## src/rtl/alu_op_sequencer.sv

```systemverilog
// Decodes one ALU op per op_valid/op_ready handshake into a one-hot mux select and captures the result.
// sel in cycle N+1, res_valid from N+2 (illegal opcodes: N+1); op_ready low until the result is taken on res_ready.
module alu_op_sequencer #(
    parameter int WIDTH = 16,
    parameter int SEL_W = 12,
    parameter int CNT_W = 8
) (
    input  logic             clk,
    input  logic             rst_n,
    input  logic             op_valid,
    output logic             op_ready,
    input  logic [3:0]       opcode,
    input  logic             use_acc,
    input  logic [WIDTH-1:0] a_in,
    input  logic [WIDTH-1:0] b_in,
    output logic [SEL_W-1:0] sel,
    output logic             sub_mode,
    output logic [WIDTH-1:0] alu_a,
    output logic [WIDTH-1:0] alu_b,
    input  logic [WIDTH-1:0] alu_res,
    output logic             res_valid,
    input  logic             res_ready,
    output logic [WIDTH-1:0] res_out,
    output logic             err,
    output logic [WIDTH-1:0] acc,
    output logic [CNT_W-1:0] op_count
);

    typedef enum logic [1:0] {
        IDLE = 2'd0,
        EXEC = 2'd1,
        DONE = 2'd2
    } state_t;

    typedef struct packed {
        logic [3:0]       opcode;
        logic [WIDTH-1:0] a;
        logic [WIDTH-1:0] b;
    } req_t;

    localparam logic [3:0] OP_SUB = 4'd8;

    state_t state, state_nxt;
    req_t   req_q;
    logic   legal;

    // Opcodes at or beyond the select width have no mux input behind them.
    assign legal = (32'(opcode) < 32'(SEL_W));

    assign alu_a = req_q.a;
    assign alu_b = req_q.b;

    always_ff @(posedge clk) begin
        if (!rst_n) begin
            state <= IDLE;
        end else begin
            state <= state_nxt;
        end
    end

    always_comb begin
        state_nxt = state;
        op_ready  = 1'b0;
        res_valid = 1'b0;
        sel       = '0;
        sub_mode  = 1'b0;
        case (state)
            IDLE: begin
                op_ready = 1'b1;
                if (op_valid) begin
                    state_nxt = legal ? EXEC : DONE;
                end
            end
            EXEC: begin
                sel       = SEL_W'(1) << req_q.opcode;
                sub_mode  = (req_q.opcode == OP_SUB);
                state_nxt = DONE;
            end
            DONE: begin
                res_valid = 1'b1;
                if (res_ready) begin
                    state_nxt = IDLE;
                end
            end
            default: state_nxt = IDLE;
        endcase
    end

    always_ff @(posedge clk) begin
        if (!rst_n) begin
            req_q    <= '0;
            res_out  <= '0;
            err      <= 1'b0;
            acc      <= '0;
            op_count <= '0;
        end else begin
            case (state)
                IDLE: begin
                    if (op_valid) begin
                        if (legal) begin
                            req_q.opcode <= opcode;
                            req_q.a      <= use_acc ? acc : a_in;
                            req_q.b      <= b_in;
                        end else begin
                            res_out <= '0;
                            err     <= 1'b1;
                        end
                    end
                end
                EXEC: begin
                    res_out  <= alu_res;
                    acc      <= alu_res;
                    err      <= 1'b0;
                    op_count <= op_count + CNT_W'(1);
                end
                default: ;
            endcase
        end
    end

endmodule

```

## config.mk

```make
export PLATFORM = sky130hd
export DESIGN_NAME = alu_op_sequencer
export DESIGN_NICKNAME = d
export VERILOG_FILES = /design/src/rtl/alu_op_sequencer.sv
export SDC_FILE = /design/constraint.sdc
export NUM_CORES = 1
export LEC_CHECK = 0
export ABC_AREA = 1
export CAP_MARGIN = 40
export CORE_ASPECT_RATIO = 0.6
export CORE_MARGIN = 3
export CORE_UTILIZATION = 38
export CTS_CLUSTER_SIZE = 40
export DETAILED_ROUTE_END_ITERATION = 12
export PLACE_DENSITY = 0.76
export SLEW_MARGIN = 20
export SYNTH_ARGS = -nofsm -noshare
export SYNTH_HDL_FRONTEND = slang
export SYNTH_SLANG_ARGS = --single-unit
```

## constraint.sdc

```tcl
create_clock -name clk -period 1.09 [get_ports clk]
set_input_delay 0.218 -clock clk [delete_from_list [all_inputs] [get_ports clk]]
set_output_delay 0.218 -clock clk [all_outputs]
set_load 0.005 [all_outputs]
```

# Yosys cells after proc, flatten, opt, wreduce, memory -nomap -nowiden
# Index checks and enable logic that the tools add are counted.
[op_classes]
n_addsub = 1
n_lt_le_gt_ge = 1
eq_ne = 6
shifts = 1
muxes = 15
reduce_logical = 5
[op_table]
columns = ["operator", "n"]
rows = [
  ["$mux W16", 3],
  ["$pmux W16 S2", 1],
  ["$mux W12", 1],
  ["$shl A1 B4 Y12 const A", 1],
  ["$add A8 B1 Y8 const B", 1],
  ["$mux W2", 3],
  ["$ne A2 B2 Y1 const B", 3],
  ["$pmux W2 S3", 1],
  ["$reduce_and A3 Y1", 2],
  ["$mux W1", 5],
  ["$eq A4 B4 Y1 const B", 1],
  ["$lt A4 B4 Y1 const B", 1],
  ["$eq A2 B1 Y1 const B", 1],
  ["$eq A2 B2 Y1 const B", 1],
  ["$logic_not A2 Y1", 1],
  ["$pmux W1 S2", 1],
  ["$reduce_and A2 Y1", 1],
  ["$reduce_bool A2 Y1", 1],
]
[word_totals]
regBits = 79
inputBits = 57
word_cells = 37

# Depth between registers and ports, before layout
[depth]
word_depth = 4
mapped_depth = 6
mapped_depth_nobuf = 6

# Worst setup path after synthesis
# Ideal clock, no wire load.
[synth_timing]
path_kind = "register -> output"
from = "register state[0]"
to = "output port sel[4]"
arrival_ns = 1.006
required_ns = 0.872
setup_slack_ns = -0.134
path_stages_with_launch = 6
path_buffers = 1
path_cell_list = "dfxtp_1 > nand2_2 > buf_2 > nor2_2 > nand2_1 > nor3_1"
[synth_between]
elab_chain_cells = 2
[synth_lines]
columns = ["item", "line_no", "rtl"]
rows = [
  ["from (decl)", "43", "state_t state, state_nxt;"],
  ["from (signal assigned)", "57", "state <= state_nxt;"],
  ["$eq A2 B1 Y1", "67", "case (state)"],
  ["$mux W12", "67", ""],
  ["to (decl)", "16", "output logic [SEL_W-1:0] sel,"],
]
# Every way passes these cells.

# Final worst setup path
[layout_timing]
from = "register state[1]"
to = "output port sel[11]"
# Same word-level chain as after synthesis.

==> results.py <==
metrics = {
    "final_layout": {
        "fin_nets": 673,
        "area_delta_synth_final_pct": 63.1,
        "n_antenna_cell": 0,
        "layout-drive-gt1-share_pct": 49.7,
        "final_area_sq_um": 5510,
    },
    "power": {
        "peakVddDrop_mv": 0.835,
        "p_leak_nw": 2.52,
        "power_density_nw_per_um2": 1340,
    },
    "timing": {
        "post-route-min-period_ns": 1.48,
        "finalCritPeriodShare_pct": 135,
        "relSlewSlack_pct": 83.4,
        "setup_viol": 78,
        "finalHoldViolCount": 0,
        "clock_skew_ns": 0.00793,
        "rsz0062_at_grt": "true",
        "setup_ws_ns": -0.386,
        "final-max-slew-violation-count": 0,
        "worst_pin_slew_ns": 0.246,
        "max_freq_ghz": 0.677,
        "setup_tns_ns": -18.12,
    },
    "synth": {
        "ys_seq_elements": 79,
        "synth_top_area_share_pct": 46.8,
        "syn-instance-count": 454,
        "ys_top_cells_by_area": "dfxtp_1 47%, nand2_1 15%, buf_4 7.1%, nand3_1 6.1%, a21oi_1 5.8%",
        "synth_async_sr_flop_share_pct": 0,
        "synth_warnings": 0,
        "synth_ff_type": "dfxtp_1",
        "synth-seq-area-share_pct": 46.8,
        "synth_edf_count": 0,
        "syn-num-nets": 512,
        "synth_cell_types": 22,
        "synth_top_area_cell": "dfxtp_1",
        "syn_area_sq_um": 3380,
        "synth.avg_cell_area_sq_um": 7.44,
    },
    "placed_design": {
        "hpwlAfterDp_mm": 7.24,
        "dp_slack_ns": -0.411,
        "placed_area_sq_um": 4960,
        "globalplace.congestion": 0.861,
        "io_buffers": 144,
    },
    "grt": {
        "grt_max_degree": 38,
        "antenna_found_initial": 0,
        "grt_pass1_vias": 3490,
        "grt_pass1_wl_mm": 17.4,
        "grt-ovfl-total": 0,
        "grt_util_all_layers_pct": 21.7,
    },
    "route": {
        "finalWirelength_mm": 11.6,
        "firstDrtPassIters": 5,
        "drc_errors": 0,
        "ant_nets": 0,
        "vias": 3593,
        "drtIter0Drc": 171,
        "vias_per_cell": 4.95,
        "wl_per_cell_microns": 16.0,
    },
    "clock_network": {
        "path_clk_slew_ns": 0.06,
        "clk-insertion-delay-late_ns": 0.33,
        "cts_htree_levels": 3,
        "cts_tree": "built",
        "cts_buffer_depth": 2,
        "clkSinkCount": 79,
        "ctsRootBufferMaster": "clkbuf_16",
        "cts_buffers": 9,
    },
    "floorplanning": {
        "die_area_sq_um": 10100,
        "core_sq_um": 8260,
        "fp-row-count": 25,
        "dieWidth_microns": 128,
        "io_pins": 145,
        "start_util_pct": 40.9,
        "die_y_microns": 79.0,
    },
    "setup_path": {
        "cp-end-kind": "primary output",
        "crit_fanout": 5,
        "path_cells": "inv_2 > nand2_4 > inv_2 > nand2_4 > nor2_1 > clkdlybuf4s15_2",
        "crit_required_ns": 0.87,
        "cp_slowest_cell": "dfxtp_2",
        "arrival_ns": 1.26,
        "start_kind": "flip-flop",
        "crit_path_max_incr_delay_ns": 0.33,
        "reg2regPathDepth": 8,
        "critical_path_class": "flip-flop to primary output",
    },
    "worst_hold_path": {
        "holdPathStages": 4,
        "hold_path_class": "primary input to flip-flop",
    },
    "job": {
        "maxCapViolCount": 0,
    },
    "run_status": {
        "status": "complete, but fails checks",
        "violations": "setup timing",
    },
}
[critical path: cells and delay by family (launching register included)]
kind                   cells  cell delay, ns
flip-flops                 1            0.33
AND/OR/NAND/NOR            3            0.24
buffers and inverters      3            0.35
[area by class of cell]
class,instances,area (sq um)
clock buffers,10,239
clock inverters,4,47.5
fillers,690,2750
inverters,29,119
multi-input cells,290,1560
flip-flops and latches,79,1670
well taps,108,135
repair buffers,206,1740
[stage by stage]
| step | power [mW] | utilization, % | instances | hold WS (ns) |
|---|---|---|---|---|
| final | 7.37 | 66.7 | 726 | 0.335 |
| after global placement | 4.26 | 60.1 | 690 | 0.438 |
| after global routing | 7.68 | 66.7 | 726 | 0.350 |
| after floorplan | 3.69 | - | 454 | 0.361 |
| after detailed placement | 4.28 | 60.1 | 690 | 0.445 |
| after CTS | 7.30 | 65.4 | 719 | 0.331 |
[cell usage in the layout, fill, tap and decap left out, types with 6 or more instances in the layout]
| cell | count |
|---|---|
| nand2_1 | 115 |
| buf_2 | 75 |
| dfxtp_2 | 68 |
| clkdlybuf4s50_1 | 55 |
| buf_4 | 43 |
| nand3_1 | 35 |
| o21ai_0 | 31 |
| inv_1 | 21 |
| a21oi_2 | 21 |
| a21oi_1 | 21 |
| nor2_1 | 18 |
| nand2_2 | 17 |
| dfxtp_1 | 10 |
| clkbuf_16 | 10 |
| buf_12 | 10 |
| clkdlybuf4s15_2 | 7 |
| inv_2 | 6 |
| nor2_4 | 6 |
| clkbuf_2 | 6 |
[final timing paths]
| path | startpoint | end | slack (ns) |
|---|---|---|---|
| worst min-delay path | rst_n | op_count[4] | 0.34 |
| worst max-delay path | state[1] | sel[11] | -0.39 |
| worst max register to register | state[1] | alu_a[3] | -0.29 |
| worst min register to register | alu_a[13] | alu_a[13] | 0.46 |
[layer usage]
metal	global-route usage (%)	vias to the layer above	routed length, microns
met2	36.9	147	5570
li1	-	1747	-
met5	0	-	0
met3	6.92	24	920
met4	7.94	0	241
met1	25.9	1675	4900
[repair_timing]
action                     in CTS  in global routing
setup endpoints to repair     147                116
setup buffers                  13                  5
hold buffers                    0                  0
resized for setup             407                 93
pin swaps                       7                  9
gates cloned                    3                  2
[cell families (layout without fill, tap and decap cells)]
logic type / Yosys count / count (layout) / share of synthesized area, %
flip-flops: 79 / 79 / 46.8
adder cells (fa/ha/maj): 1 / 1 / 0.370
AND/OR/NAND/NOR: 212 / 212 / 25.8
AO/OA/AOI/OAI: 77 / 77 / 11.7
buffers and inverters: 85 / 249 / 15.3
[where the power goes]
part	leakage, nW	switching [mW]	total, mW	internal (mW)
clock	0.140	1.12	2.92	1.80
sequential	0.675	0.0886	3.14	3.05
combinational	1.71	0.618	1.31	0.689
[synthesized netlist by cell type, types with 2 or more instances]
cell type / instances
a21oi_1: 39
a21oi_2: 3
buf_2: 9
buf_4: 32
buf_6: 3
buf_8: 3
clkbuf_1: 7
dfxtp_1: 79
inv_1: 25
inv_2: 4
nand2_1: 136
nand3_1: 41
nor2_1: 25
nor2_2: 2
nor3_1: 5
o21ai_0: 35
[sequential cells by signal (all words and copies together) (netlist names)]
register / count
alu_b: 16
req_q: 4
err: 1
res_out: 16
op_count: 8
acc: 16
alu_a: 16
state: 2
Note: power is estimated with default switching activity, not from simulation.
